### src/rtl/deltaacc_config_master.sv
`default_nettype none
// ============================================================================
// Module   : deltaacc_config_master
// Purpose  : Bus-initiator sequencer that programs one DeltaAcc layer. It
//            takes a nine-word descriptor, writes config words 1..8, then
//            word 0 with the start bit forced, polls status bit 0[31] until
//            done (or an optional timeout), and pulses the outcome.
// Ports    : clk, rst_n          - clock, asynchronous active-low reset
//            i_cmd_valid/o_cmd_ready/i_cmd_regs - descriptor handshake
//            i_abort             - synchronous cancel back to idle
//            o_busy              - transaction in progress
//            o_layer_done/o_timeout - one-cycle completion pulses
//            o_status_word       - last word-0 value read from the slave
//            o_chipselect/o_read/o_write/o_address/o_writedata/i_readdata
//                                - register-slave bus
// Revision : 1.0 - initial release
// ============================================================================
module deltaacc_config_master #(
  parameter int unsigned POLL_INTERVAL  = 16,
  parameter int unsigned TIMEOUT_CYCLES = 0
) (
  input  logic          clk,
  input  logic          rst_n,
  input  logic          i_cmd_valid,
  output logic          o_cmd_ready,
  input  logic [287:0]  i_cmd_regs,
  input  logic          i_abort,
  output logic          o_busy,
  output logic          o_layer_done,
  output logic          o_timeout,
  output logic [31:0]   o_status_word,
  output logic          o_chipselect,
  output logic          o_read,
  output logic          o_write,
  output logic [3:0]    o_address,
  output logic [31:0]   o_writedata,
  input  logic [31:0]   i_readdata
);

  typedef enum logic [2:0] {
    S_IDLE   = 3'd0,
    S_WRITE  = 3'd1,
    S_WAIT   = 3'd2,
    S_READ   = 3'd3,
    S_FINISH = 3'd4
  } state_t;

  localparam logic [31:0] c_poll_last = 32'(POLL_INTERVAL - 1);
  localparam logic [31:0] c_to_limit  = 32'(TIMEOUT_CYCLES);

  state_t        r_state;
  logic [3:0]    r_addr_cnt;
  logic [31:0]   r_poll_cnt;
  logic [31:0]   r_to_cnt;
  logic [287:0]  r_snap;
  logic [31:0]   r_status;
  logic          r_cs;
  logic          r_rd;
  logic          r_wr;
  logic [3:0]    r_address;
  logic [31:0]   r_wdata;
  logic          r_done;
  logic          r_to_pulse;

  state_t        w_state_nxt;
  logic [3:0]    w_addr_nxt;
  logic [31:0]   w_poll_nxt;
  logic [31:0]   w_to_nxt;
  logic          w_snap_load;
  logic          w_status_load;
  logic          w_fin_to;
  logic [31:0]   w_to_inc;
  logic          w_to_hit;
  logic [31:0]   w_src_words [9];
  logic          w_cs_nxt;
  logic          w_rd_nxt;
  logic          w_wr_nxt;
  logic [3:0]    w_address_nxt;
  logic [31:0]   w_wdata_nxt;

  assign w_to_inc = r_to_cnt + 32'd1;
  assign w_to_hit = (TIMEOUT_CYCLES != 0) && (w_to_inc == c_to_limit);

  // The first write is issued in the cycle right after acceptance, before the
  // snapshot register holds the descriptor, so the word source bypasses to
  // the live input on the accepting edge.
  generate
    for (genvar k = 0; k < 9; k++) begin : g_word
      assign w_src_words[k] = w_snap_load ? i_cmd_regs[32*k +: 32]
                                          : r_snap[32*k +: 32];
    end
  endgenerate

  // Next-state and counter control
  always_comb begin
    w_state_nxt   = r_state;
    w_addr_nxt    = r_addr_cnt;
    w_poll_nxt    = r_poll_cnt;
    w_to_nxt      = r_to_cnt;
    w_snap_load   = 1'b0;
    w_status_load = 1'b0;
    w_fin_to      = 1'b0;

    case (r_state)
      S_IDLE: begin
        if (i_cmd_valid) begin
          w_state_nxt = S_WRITE;
          w_addr_nxt  = 4'd1;
          w_snap_load = 1'b1;
        end
      end
      S_WRITE: begin
        if (r_addr_cnt == 4'd0) begin
          w_state_nxt = S_WAIT;
          w_poll_nxt  = '0;
          w_to_nxt    = '0;
        end else if (r_addr_cnt == 4'd8) begin
          w_addr_nxt = 4'd0;
        end else begin
          w_addr_nxt = r_addr_cnt + 4'd1;
        end
      end
      S_WAIT: begin
        w_to_nxt = w_to_inc;
        if (w_to_hit) begin
          w_state_nxt = S_FINISH;
          w_fin_to    = 1'b1;
        end else if (r_poll_cnt == c_poll_last) begin
          w_state_nxt = S_READ;
        end else begin
          w_poll_nxt = r_poll_cnt + 32'd1;
        end
      end
      S_READ: begin
        w_to_nxt      = w_to_inc;
        w_status_load = 1'b1;
        // Done observed on the expiry edge takes precedence over timeout.
        if (i_readdata[31]) begin
          w_state_nxt = S_FINISH;
        end else if (w_to_hit) begin
          w_state_nxt = S_FINISH;
          w_fin_to    = 1'b1;
        end else begin
          w_state_nxt = S_WAIT;
          w_poll_nxt  = '0;
        end
      end
      S_FINISH: begin
        w_state_nxt = S_IDLE;
      end
      default: begin
        w_state_nxt = S_IDLE;
      end
    endcase

    if (i_abort && (r_state != S_IDLE)) begin
      w_state_nxt   = S_IDLE;
      w_status_load = 1'b0;
      w_fin_to      = 1'b0;
    end
  end

  // Bus and pulse outputs are registered, so they are decoded from the
  // state being entered rather than the current one.
  always_comb begin
    w_cs_nxt      = 1'b0;
    w_rd_nxt      = 1'b0;
    w_wr_nxt      = 1'b0;
    w_address_nxt = 4'd0;
    w_wdata_nxt   = 32'd0;
    if (w_state_nxt == S_WRITE) begin
      w_cs_nxt      = 1'b1;
      w_wr_nxt      = 1'b1;
      w_address_nxt = w_addr_nxt;
      if (w_addr_nxt == 4'd0) begin
        // Clear the done bit and force the start bit on the control write.
        w_wdata_nxt = {1'b0, w_src_words[0][30:1], 1'b1};
      end else begin
        w_wdata_nxt = w_src_words[w_addr_nxt];
      end
    end else if (w_state_nxt == S_READ) begin
      w_cs_nxt = 1'b1;
      w_rd_nxt = 1'b1;
    end
  end

  always_ff @(posedge clk or negedge rst_n) begin
    if (!rst_n) begin
      r_state <= S_IDLE;
    end else begin
      r_state <= w_state_nxt;
    end
  end

  always_ff @(posedge clk or negedge rst_n) begin
    if (!rst_n) begin
      r_addr_cnt <= 4'd0;
      r_poll_cnt <= 32'd0;
      r_to_cnt   <= 32'd0;
      r_snap     <= '0;
      r_status   <= 32'd0;
      r_cs       <= 1'b0;
      r_rd       <= 1'b0;
      r_wr       <= 1'b0;
      r_address  <= 4'd0;
      r_wdata    <= 32'd0;
      r_done     <= 1'b0;
      r_to_pulse <= 1'b0;
    end else begin
      r_addr_cnt <= w_addr_nxt;
      r_poll_cnt <= w_poll_nxt;
      r_to_cnt   <= w_to_nxt;
      if (w_snap_load) begin
        r_snap <= i_cmd_regs;
      end
      if (w_status_load) begin
        r_status <= i_readdata;
      end
      r_cs       <= w_cs_nxt;
      r_rd       <= w_rd_nxt;
      r_wr       <= w_wr_nxt;
      r_address  <= w_address_nxt;
      r_wdata    <= w_wdata_nxt;
      r_done     <= (w_state_nxt == S_FINISH) && !w_fin_to;
      r_to_pulse <= (w_state_nxt == S_FINISH) && w_fin_to;
    end
  end

  assign o_cmd_ready   = (r_state == S_IDLE);
  assign o_busy        = (r_state != S_IDLE);
  assign o_layer_done  = r_done;
  assign o_timeout     = r_to_pulse;
  assign o_status_word = r_status;
  assign o_chipselect  = r_cs;
  assign o_read        = r_rd;
  assign o_write       = r_wr;
  assign o_address     = r_address;
  assign o_writedata   = r_wdata;

endmodule
`default_nettype wire

### config.mk
export PLATFORM = sky130hd
export DESIGN_NAME = deltaacc_config_master
export DESIGN_NICKNAME = d
export VERILOG_FILES = /design/src/rtl/deltaacc_config_master.sv
export SDC_FILE = /design/constraint.sdc
export NUM_CORES = 1
export LEC_CHECK = 0
export CORE_ASPECT_RATIO = 1.1
export CORE_UTILIZATION = 40
export CTS_CLUSTER_SIZE = 16
export DETAILED_ROUTE_END_ITERATION = 7
export PLACE_DENSITY = 0.63
export RECOVER_POWER = 100
export SYNTH_ARGS = -nofsm -noshare
export SYNTH_HDL_FRONTEND = slang
export SYNTH_SLANG_ARGS = --single-unit
### constraint.sdc
create_clock -name clk -period 4.3 [get_ports clk]
set_clock_uncertainty 0.05 [all_clocks]
set_input_delay 0.86 -clock clk [delete_from_list [all_inputs] [get_ports clk]]
set_output_delay 0.86 -clock clk [all_outputs]
set_load 0.1 [all_outputs]
==> flow_summary.ini <==
[worst_setup_path]
cp_cell_sequence = dlygate4sd3_1 > o21ai_0 > a22oi_2 > clkbuf_1 > nor2_1 > clkbuf_2 > o21ai_0 > o22ai_1 > nor4b_1
cpPeakStageDelay_ps = 660
critPathArrivalTime_ps = 4100
crit_top_cell = o21ai_0
rr_worst_depth = 8
path_buf_inv = 3
regToRegStartpoint = r_state[2]
worstSetupPathType = in2reg
required_ps = 4680
r2r-end = r_snap[195]
start_kind = input pin
crit_fanout = 18
cp.depth = 9
r2r_slack_ps = 730
crit_family = buffers and inverters
endpoint_kind = register
slowest_stage = o21ai_0

[finish]
fill_cells = 4049
fin_area_um2 = 23900
nNetsFinal = 2592
drive_gt1_frac = 0.0931
fin_util = 0.537
final-instance-count-excl-fill = 2887
syn2layout_area_growth_pct = 32.5

[detailed_routing]
routed_wl_mm = 56.4
postRouteAntennaNets = 0
routedWlPerCell_um = 19.5
drc = 0
vias = 15100
dr.first_iter.drc_count = 1143
viasPerCell = 5.22
first_pass_iters = 7

[floorplanning]
die_area_um2 = 45800
start_util = 0.405
die_y_um = 224
ios = 399
core_area_um2 = 44400
rows = 81
die_w_um = 204

[timing]
rsz0062_at_grt = no
setup_viol = 0
fmax_mhz = 269
hold_viol = 0
period_minus_slack_ps = 3720
fin_setup_tns_ps = 0
max_slew_margin = -0.815
maxSlewViolCount = 382
worst_slew_pin_slew_ps = 2720
fin_crit_sh = 0.865

[clock_tree]
cts.sinks = 398
insertion_delay_ps = 550
clkTransAtPathRegs_ps = 60
postCtsHoldBufs = 0
post_cts_resized = 0
cts_root_buf = clkbuf_16
cts_made_buffers = 43
cts_tree = built
htreeDepth = 2
post_cts_buffers = 0
cts_buffer_depth = 3

[status]
failed_checks = max-capacitance violations, max-slew violations
status = complete, but fails checks

[global_route]
antenna_found_initial = 7
grt.total_usage = 0.246
overflow = 0
grt_pass1_vias = 15000
grt_pass1_wl_mm = 87.1
grt_max_degree = 113

[yosys]
synthesis.area_um2 = 18000
syn_nets = 2234
synthCells = 1907
synth_ff_type = dfrtp_1
yosysSeqAreaShare = 0.553
synth_common_cells = 760 x nand2_1, 398 x dfrtp_1, 101 x nor2_1
synth_most_common_cell = nand2_1
synth_edf_count = 0
yosys.area.top_type = dfrtp_1
ys_ff_latch = 398
ys.warnings.count = 0
synth.top_cells.by_area = dfrtp_1 55%, nand2_1 16%, mux2_2 5.8%
synth_top_area_frac = 0.553
yosys.cell_types.count = 67
synthArstFlopShare = 1.00
syn_avg_cell_area_um2 = 9.44

[placement]
placed_area_um2 = 22600
dp_hpwl_mm = 39.9
gp_congestion = 0.923
portBuffers = 396
dp_cells = 2801

[worst_hold_path]
hp-class = in2async

[pwr]
power.leakage_uw = 0.0113
peakVddDrop_mv = 0.368
power_density_nw_per_um2 = 832

[run]
maxCapViolCount = 5
==> logic make-up (layout without fill, tap and decap cells) <==
| logic type | count (synthesis) | count (layout) | share of synthesized area |
|---|---|---|---|
| buffers and inverters | 140 | 532 | 0.0366 |
| XOR/XNOR | 26 | 26 | 0.0127 |
| AO/OA/AOI/OAI | 206 | 206 | 0.0813 |
| AND/OR/NAND/NOR | 1010 | 1010 | 0.238 |
| adder cells (fa/ha/maj) | 3 | 3 | 0.00209 |
| multiplexers | 123 | 123 | 0.0757 |
| flip-flops | 398 | 398 | 0.553 |
| other | 1 | 8 | 0.000208 |
==> routing by layer <==
| layer | track usage | wire length, um | vias to the layer above |
|---|---|---|---|
| li1 | - | - | 7106 |
| met1 | 0.352 | 25800 | 7330 |
| met2 | 0.373 | 25300 | 533 |
| met3 | 0.0427 | 3430 | 87 |
| met4 | 0.0912 | 1870 | 0 |
| met5 | 0 | 0 | - |
==> where the power goes <==
part	total (uW)	leakage [uW]	internal (uW)	switching [uW]
Sequential	6020	0.00499	5360	658
Combinational	10100	0.00558	3270	6790
Clock	3770	0.000711	2220	1540
Total	19800	0.0113	10900	8990
==> cell usage in the layout, fill, tap and decap left out, drive strengths merged, types with 4 or more instances in the layout <==
master | synthesis | layout
a31o | 9 | 9
clkinv | 1 | 14
or3 | 8 | 8
nand3 | 29 | 29
mux2i | 18 | 18
a31oi | 7 | 7
xnor2 | 15 | 15
and2 | 5 | 5
a21oi | 26 | 26
nor3b | 4 | 4
clkdlybuf4s50 | 0 | 319
buf | 73 | 32
o31a | 16 | 16
nand2 | 761 | 761
clkbuf | 51 | 71
dlygate4sd3 | 0 | 75
o22ai | 35 | 35
nor4 | 7 | 7
dfrtp | 398 | 398
and3 | 8 | 8
xor2 | 11 | 11
nor4b | 19 | 19
diode | 0 | 7
inv | 15 | 15
nand4 | 12 | 12
mux2 | 105 | 105
nor3 | 45 | 45
o211ai | 10 | 10
o311a | 11 | 11
o21ai | 39 | 39
nor2 | 103 | 103
o221ai | 27 | 27
==> state kept, by name, indices dropped and copies added (netlist names) <==
| signal | cells |
|---|---|
| o_writedata | 32 |
| o_read | 1 |
| r_addr_cnt | 4 |
| o_write | 1 |
| o_address | 4 |
| r_poll_cnt | 32 |
| o_status_word | 32 |
| o_layer_done | 1 |
| r_snap | 287 |
| o_chipselect | 1 |
| r_state | 3 |
==> how the worst max path moves through the flow <==
stage	from	endpoint	slack, ps
CTS	r_state[2]	o_busy	740
global placement	i_cmd_valid	o_writedata[19]	460
global route	i_cmd_valid	o_writedata[17]	340
floorplan	r_state[2]	o_writedata[31]	960
detailed placement	i_cmd_valid	o_writedata[8]	380
finish	i_cmd_valid	o_writedata[14]	580
==> per-stage QoR <==
step           total power (uW)  worst slack, ps  hold WS [ps]
4_1_cts                   20200              739           193
3_5_place_dp              16400              381           398
6_report                  19800              580           164
2_1_floorplan             13200              960           377
3_3_place_gp              16200              460           392
5_1_grt                   21000              341           196
==> cell type report <==
| type | instances | area, um^2 | share of cell area |
|---|---|---|---|
| clock inverter | 19 | 189 | 0.00792 |
| antenna | 7 | 17.5 | 0.000734 |
| clock buffer | 60 | 1250 | 0.0525 |
| sequential | 398 | 9960 | 0.418 |
| inverter | 16 | 62.6 | 0.00262 |
| multi-input combinational | 1369 | 7330 | 0.307 |
| tap | 581 | 727 | 0.0305 |
| timing repair buffer | 437 | 4310 | 0.181 |
No activity file was read; power rests on OpenSTA's default activity.
